==> src/rtl/led_pattern_gen.sv <==
// led_pattern_gen: N-LED pattern generator with prescaled stepping.
// Patterns: fill/clear from LSB, fill/clear from MSB, ping-pong dot, blink.
// A change on 'mode' reloads the new pattern's start point on the next edge.
// 'done' is a registered one-cycle pulse for each completed pattern period.
// 'state_dbg' exposes the FSM state for observation.
module led_pattern_gen #(
  parameter int N   = 8,
  parameter int DIV = 1
) (
  input  logic         clk,
  input  logic         rs,
  input  logic         en,
  input  logic [1:0]   mode,
  output logic [N-1:0] led,
  output logic         done,
  output logic [2:0]   state_dbg
);

  localparam int CW = $clog2(N + 1);
  localparam int PW = (DIV > 1) ? $clog2(DIV) : 1;

  localparam logic [PW-1:0] PRE_MAX  = PW'(DIV - 1);
  localparam logic [CW-1:0] CNT_LAST = CW'(N - 1);
  localparam logic [CW-1:0] CNT_TURN = CW'(N - 2);

  typedef enum logic [2:0] {
    S_FILL  = 3'd0,
    S_CLEAR = 3'd1,
    S_UP    = 3'd2,
    S_DOWN  = 3'd3,
    S_ON    = 3'd4,
    S_OFF   = 3'd5
  } state_e;

  state_e         state_q, state_d;
  logic [CW-1:0]  cnt_q,   cnt_d;
  logic [PW-1:0]  pre_q,   pre_d;
  logic [1:0]     mode_q,  mode_d;
  logic [N-1:0]   led_q,   led_d;
  logic           done_q,  done_d;

  logic           tick;
  logic           mode_change;

  assign tick        = en && (pre_q == PRE_MAX);
  assign mode_change = (mode != mode_q);

  // Prescaler: counts enabled cycles 0..DIV-1; a mode change restarts it.
  always_comb begin
    pre_d = pre_q;
    if (mode_change) begin
      pre_d = '0;
    end else if (en) begin
      if (pre_q == PRE_MAX) pre_d = '0;
      else                  pre_d = pre_q + PW'(1);
    end
  end

  // Pattern FSM: a mode change loads the start point (and drops any tick on
  // the same edge); otherwise each tick advances the pattern one step.
  // mode_q[0] selects the shift direction for the fill/clear states.
  always_comb begin
    state_d = state_q;
    cnt_d   = cnt_q;
    led_d   = led_q;
    mode_d  = mode_q;
    done_d  = 1'b0;
    if (mode_change) begin
      mode_d = mode;
      cnt_d  = '0;
      case (mode)
        2'b10: begin
          state_d = S_UP;
          led_d   = N'(1);
        end
        2'b11: begin
          state_d = S_OFF;
          led_d   = '0;
        end
        default: begin
          state_d = S_FILL;
          led_d   = '0;
        end
      endcase
    end else if (tick) begin
      case (state_q)
        S_FILL: begin
          led_d = mode_q[0] ? {1'b1, led_q[N-1:1]} : {led_q[N-2:0], 1'b1};
          if (cnt_q == CNT_LAST) begin
            state_d = S_CLEAR;
            cnt_d   = '0;
          end else begin
            cnt_d = cnt_q + CW'(1);
          end
        end
        S_CLEAR: begin
          led_d = mode_q[0] ? {1'b0, led_q[N-1:1]} : {led_q[N-2:0], 1'b0};
          if (cnt_q == CNT_LAST) begin
            state_d = S_FILL;
            cnt_d   = '0;
            done_d  = 1'b1;
          end else begin
            cnt_d = cnt_q + CW'(1);
          end
        end
        S_UP: begin
          led_d = led_q << 1;
          if (cnt_q == CNT_TURN) begin
            state_d = S_DOWN;
            cnt_d   = '0;
          end else begin
            cnt_d = cnt_q + CW'(1);
          end
        end
        S_DOWN: begin
          led_d = led_q >> 1;
          if (cnt_q == CNT_TURN) begin
            state_d = S_UP;
            cnt_d   = '0;
            done_d  = 1'b1;
          end else begin
            cnt_d = cnt_q + CW'(1);
          end
        end
        S_OFF: begin
          led_d   = '1;
          state_d = S_ON;
        end
        S_ON: begin
          led_d   = '0;
          state_d = S_OFF;
          done_d  = 1'b1;
        end
        default: begin
          state_d = S_FILL;
          cnt_d   = '0;
          led_d   = '0;
        end
      endcase
    end
  end

  // State registers with asynchronous active-high reset.
  always_ff @(posedge clk or posedge rs) begin
    if (rs) begin
      state_q <= S_FILL;
      cnt_q   <= '0;
      pre_q   <= '0;
      mode_q  <= 2'b00;
      led_q   <= '0;
      done_q  <= 1'b0;
    end else begin
      state_q <= state_d;
      cnt_q   <= cnt_d;
      pre_q   <= pre_d;
      mode_q  <= mode_d;
      led_q   <= led_d;
      done_q  <= done_d;
    end
  end

  assign led       = led_q;
  assign done      = done_q;
  assign state_dbg = state_q;

endmodule

==> config.mk <==
export PLATFORM = sky130hd
export DESIGN_NAME = led_pattern_gen
export DESIGN_NICKNAME = d
export VERILOG_FILES = /design/src/rtl/led_pattern_gen.sv
export SDC_FILE = /design/constraint.sdc
export NUM_CORES = 1
export LEC_CHECK = 0
export CAP_MARGIN = 20
export CORE_ASPECT_RATIO = 0.8
export CORE_MARGIN = 1.5
export CORE_UTILIZATION = 53
export DETAILED_ROUTE_END_ITERATION = 10
export PLACE_DENSITY = 0.89
export SKIP_CTS_REPAIR_TIMING = 1
export SLEW_MARGIN = 20
export SYNTH_ARGS = -nofsm -noshare
export SYNTH_HDL_FRONTEND = slang
export SYNTH_SLANG_ARGS = --single-unit
==> constraint.sdc <==
create_clock -name clk -period 2.3 [get_ports clk]
set_input_delay 0.46 -clock clk [delete_from_list [all_inputs] [get_ports clk]]
set_output_delay 0.46 -clock clk [all_outputs]
set_load 0.005 [all_outputs]
-- Yosys cells after proc, flatten, opt, wreduce, memory -nomap -nowiden
Index checks and enable logic that the tools add are counted.
- bits in registers: 19
- output and inout bits: 12
- logic and storage cells: 60
- add/sub/neg operators: 2
- reduce and logical (&&, ||, !) cells: 9
- mux-type cells: 27
- bitwise logic cells: 1
- eq/ne operators: 15
- operator list (cell ; number):
    $pmux 8 s5 ; 1
    $mux 8 ; 4
    $mux 3 ; 6
    $pmux 3 s6 ; 1
    $mux 4 ; 4
    $ne 3x3->1 const B ; 4
    $pmux 4 s3 ; 1
    $eq 4x3->1 const B ; 2
    $mux 1 ; 8
    $eq 3x2->1 const B ; 2
    $eq 3x3->1 const B ; 2
    $pmux 3 s2 ; 1
    $reduce_or 2->1 ; 3
    $reduce_and 5->1 ; 1
    $add 4x1->4 const B ; 1
    $eq 2x2->1 const B ; 2
    $reduce_bool 2->1 ; 2
    $eq 3x1->1 const B ; 1
    $logic_not 3->1 ; 1
    $pmux 1 s3 ; 1
    $ne 2x1->1 const B ; 1
    $ne 2x2->1 ; 1
    $reduce_and 2->1 ; 1
    $add 1x1->1 const B ; 1
    2 further kinds ; 2

-- Depth between registers and ports, before layout
- depth after elaboration: 5
- mapped depth: 7

-- Least setup slack after synthesis
No wires, ideal clock.
- path kind: register to register
- start point: register cnt_q[0]
- end point: register cnt_q[0]
- data arrival time: 1.437 ns
- period minus slack after synthesis: 1.511 ns
- required time: 2.226 ns
- cell stages (with the launch flop): 8
- path slack: 0.789 ns
- buffers on the path: 0
- cells stage by stage: dfrtp_1 > inv_1 > ha_1 > mux2_4 > a21o_1 > nor3b_1 > a21oi_1 > nor2_1
- word-level cells in the longest chain between the ends: 5
- elaborated cells on any way between the ends: 8
- RTL lines (what ; line ; RTL):
    start, declared ; 36 ; logic [CW-1:0] cnt_q, cnt_d;
    start signal, assigned ; 154 ; cnt_q <= cnt_d;
    $add 4x1->4 (tied with other cells) ; -- ;
    $mux 4 (on tied branches) ; -- ;
    $pmux 4 s3 (*) ; 86 ; case (state_q)
    $mux 4 (*) ; 85 ; end else if (tick) begin
    $mux 4 (*) ; 68 ; if (mode_change) begin
Every way passes the cells marked *; elsewhere a longest branch is shown, timed or not. The select of a mux whose other input is x is not followed.
A chain may end at the register's enable or synchronous reset.

-- Worst setup path after layout
- start point: register state_q[2], in the netlist state_dbg[2]
- end point: output state_dbg[2]
- RTL lines (what ; line ; RTL):
    start, declared ; 35 ; state_e state_q, state_d;
    start signal, assigned ; 153 ; state_q <= state_d;
    end, declared ; 16 ; output logic [2:0] state_dbg
No word-level cell between the ends.

==> results.md <==
* Status: complete, no violations
* Top cell type by total area after synthesis: dfrtp_1
* Startpoint types: register
* Root buffer cell: clkbuf_4
* TNS Setup at 0 ps
* Drt via density at 6.06
* Fin. max-slew vios at 0
* Gate power share at 21.5%
* Count of nets after finishing at 154
* Share of the synthesized area in the top cell type at 37.8%
* Int Power at 0.000505 W
* Cell variety after synth at 40
* Routability congestion estimate at 0.784
* Vias at 1030
* DRC Markers at 0
* Average cell area after synthesis at 9.16 um^2
* Clock-pin slew on the worst setup and hold paths at 100 ps
* Synth top area cells: dfrtp_1, o221a_2, mux2i_1, nor2_1, a21oi_1
* Largest net degree at the start of global routing at 19
* EDFF count, synth at 0
* Slew @ Worst Pin at 695 ps
* Clk network pwr share at 27.3%
* Post-layout util at 64.3%
* Psw at 0.000208 W
* FP Rows at 15
* H-tree levels at 1
* Max stage delay on crit path at 700 ps
* Setup Crit Path Kind: register to output pin
* CTS buffer count at 3
* Final Routed Wirelength at 2.44 mm
* Crit path arrival time at 1600 ps
* Deepest clock path buffer count at 2
* Hold Violations, Final at 0
* Number of global-route vias before repair at 884
* Sequential share of power at 51.2%
* Critical Path Source: state_dbg[2]
* Clock skew at 6.36 ps
* Drt initial violations at 39
* Async set or reset register ratio after synthesis at 100%
* Crit path max-delay family: flip-flops
* Cells on worst reg2reg path at 5
* Crit. path cell count at 1
* FF+latch count, synth at 18
* R2r startpoint: state_dbg[1]
* Share of layout cells above drive strength 1 at 12.4%
* Post-synth top flop: dfrtp_1
* Unrepaired setup endpoints after global routing: false
* Total grt overflow at 0
* Post-synthesis sequential area ratio at 37.8%
* Crit. End Element: output pin
* Die ar. at 2540 um^2
* Sink Count at 18
* CTS tree: yes
* Core Region at 2140 um^2
* Max FO, Critical Path at 17
* Pwr per Cell Area at 518 nW/um^2
* Initial antenna violation count at 0
* Number of max-cap violations at 0
* Required time worst endpoint at 1840 ps
* DP Wirelength at 1.77 mm
* Sw frac at 29.1%
* ANT nets after route at 0
* Antenna Diode Count at 0
* Die W at 56 um
* Pleak at 0.614 nW
* Final period utilization at 89.8%
* Area Growth Syn to Fin at 15.4%
* Peak Freq at 484 MHz
* First-pass GRT wire length at 4.12 mm
* VDD IR-drop max at 0.000638 V
* Cell Area, Synth at 1190 um^2
* Slew headroom at 53.6%
* Syn Nets at 138
* Worst path slowest cell: dfrtp_1
* GRT Overall Usage at 21.0%
* Worst hold path class: input port to async pin
* Die Y at 45.4 um
* Wire length per cell at 14.3 um
* CP bufs+invs at 1
* Initial Utilization at 55.7%
* Warnings, synthesis at 0
* Port Buffers at 16
* Io pins at 17
* Clock Latency Late Sink at 300 ps
* DR pass1 iterations at 4
* Final setup viols at 0
* CP Cell Sequence: clkdlybuf4s50_1
* Mapped Cells at 130
* Post-layout minimum cycle time at 2060 ps
-- worst paths after layout --
kind	endpoint	slack, ps
hold reg to reg	cnt_q[2]	570
hold / removal	cnt_q[2]	560
max in group asynchronous	led[6]	1300
setup / recovery	state_dbg[2]	240
setup reg to reg	led[5]	440
min in group clk	cnt_q[2]	570
-- synthesized netlist by cell type (2+ instances only) --
library cell and n:
dfrtp_1 18, nor2_1 16, nand2_1 11, a21oi_1 9
o21ai_0 9, inv_1 7, mux2i_1 6, o221a_2 6
nand3_1 5, a31oi_1 3, clkbuf_1 3, ha_1 3
nor2b_1 3, buf_6 2, clkbuf_8 2, nor3b_1 2
o21a_1 2
-- logic make-up (layout without fill, tap and decap cells) --
kind of cell               after synthesis  in the layout  share of synthesized area [%]
muxes                                    7              7                           6.30
AOI/OAI and AO/OA                       43             43                           26.8
buffers and inverters                   15             30                           7.77
and+or+nand+nor                         43             43                           17.4
adders and majority gates                3              3                           3.15
DFF                                     18             18                           37.8
xor gates and xnor gates                 1              1                          0.735
-- registers in the layout, summed over array words and instances, names as in the netlist --
register / cells
led: 8
cnt_q: 4
state_dbg: 3
mode_q: 2
done: 1
-- metal layers --
| layer | up-vias | part of all wire (%) | GRT usage (%) |
|---|---|---|---|
| li1 | 502 | - | - |
| met1 | 487 | 49 | 28.7 |
| met2 | 35 | 45 | 32.9 |
| met3 | 6 | 4.5 | 6.25 |
| met4 | 0 | 1.8 | 5.71 |
| met5 | - | 0 | 0 |
-- metrics by stage --
| step | setup WS, ps | instance area (um^2) | power, W | hold WS (ps) | cells |
|---|---|---|---|---|---|
| finish | 235 | 1380 | 0.000713 | 559 | 170 |
| global placement | 403 | 1340 | 0.000518 | 540 | 166 |
| CTS | 247 | 1380 | 0.000715 | 567 | 170 |
| detailed placement | 379 | 1340 | 0.000523 | 553 | 166 |
| floorplan | 789 | 1190 | 0.000471 | 399 | 130 |
| global route | 156 | 1380 | 0.000748 | 611 | 170 |
-- power groups by stage --
stage / registers, W / logic [W] / clock network (W)
CTS: 0.000365 / 0.000153 / 0.000198
detailed placement: 0.000371 / 0.000152 / 0
finish: 0.000365 / 0.000153 / 0.000194
global route: 0.000369 / 0.000170 / 0.000209
floorplan: 0.000354 / 0.000117 / 0
global placement: 0.000370 / 0.000148 / 0
-- cell type report --
cell class	count	area (um^2)
clock buffers	4	36.3
repair buffers	19	183
inverters	7	26.3
fillers	175	764
multi-input cells	97	648
flip-flops and latches	18	450
well taps	25	31.3
-- placed cells by master (no fill, tap or decap), drive strengths merged, types with 2 or more instances in the layout --
master | Yosys | final
a21oi | 9 | 9
a31oi | 3 | 3
buf | 3 | 3
clkbuf | 5 | 4
clkdlybuf4s50 | 0 | 16
dfrtp | 18 | 18
ha | 3 | 3
inv | 7 | 7
mux2i | 6 | 6
nand2 | 11 | 11
nand3 | 5 | 5
nor2 | 16 | 16
nor2b | 3 | 3
nor3b | 2 | 2
o21a | 2 | 2
o21ai | 10 | 10
o221a | 6 | 6
No activity file was read; power rests on OpenSTA's default activity.
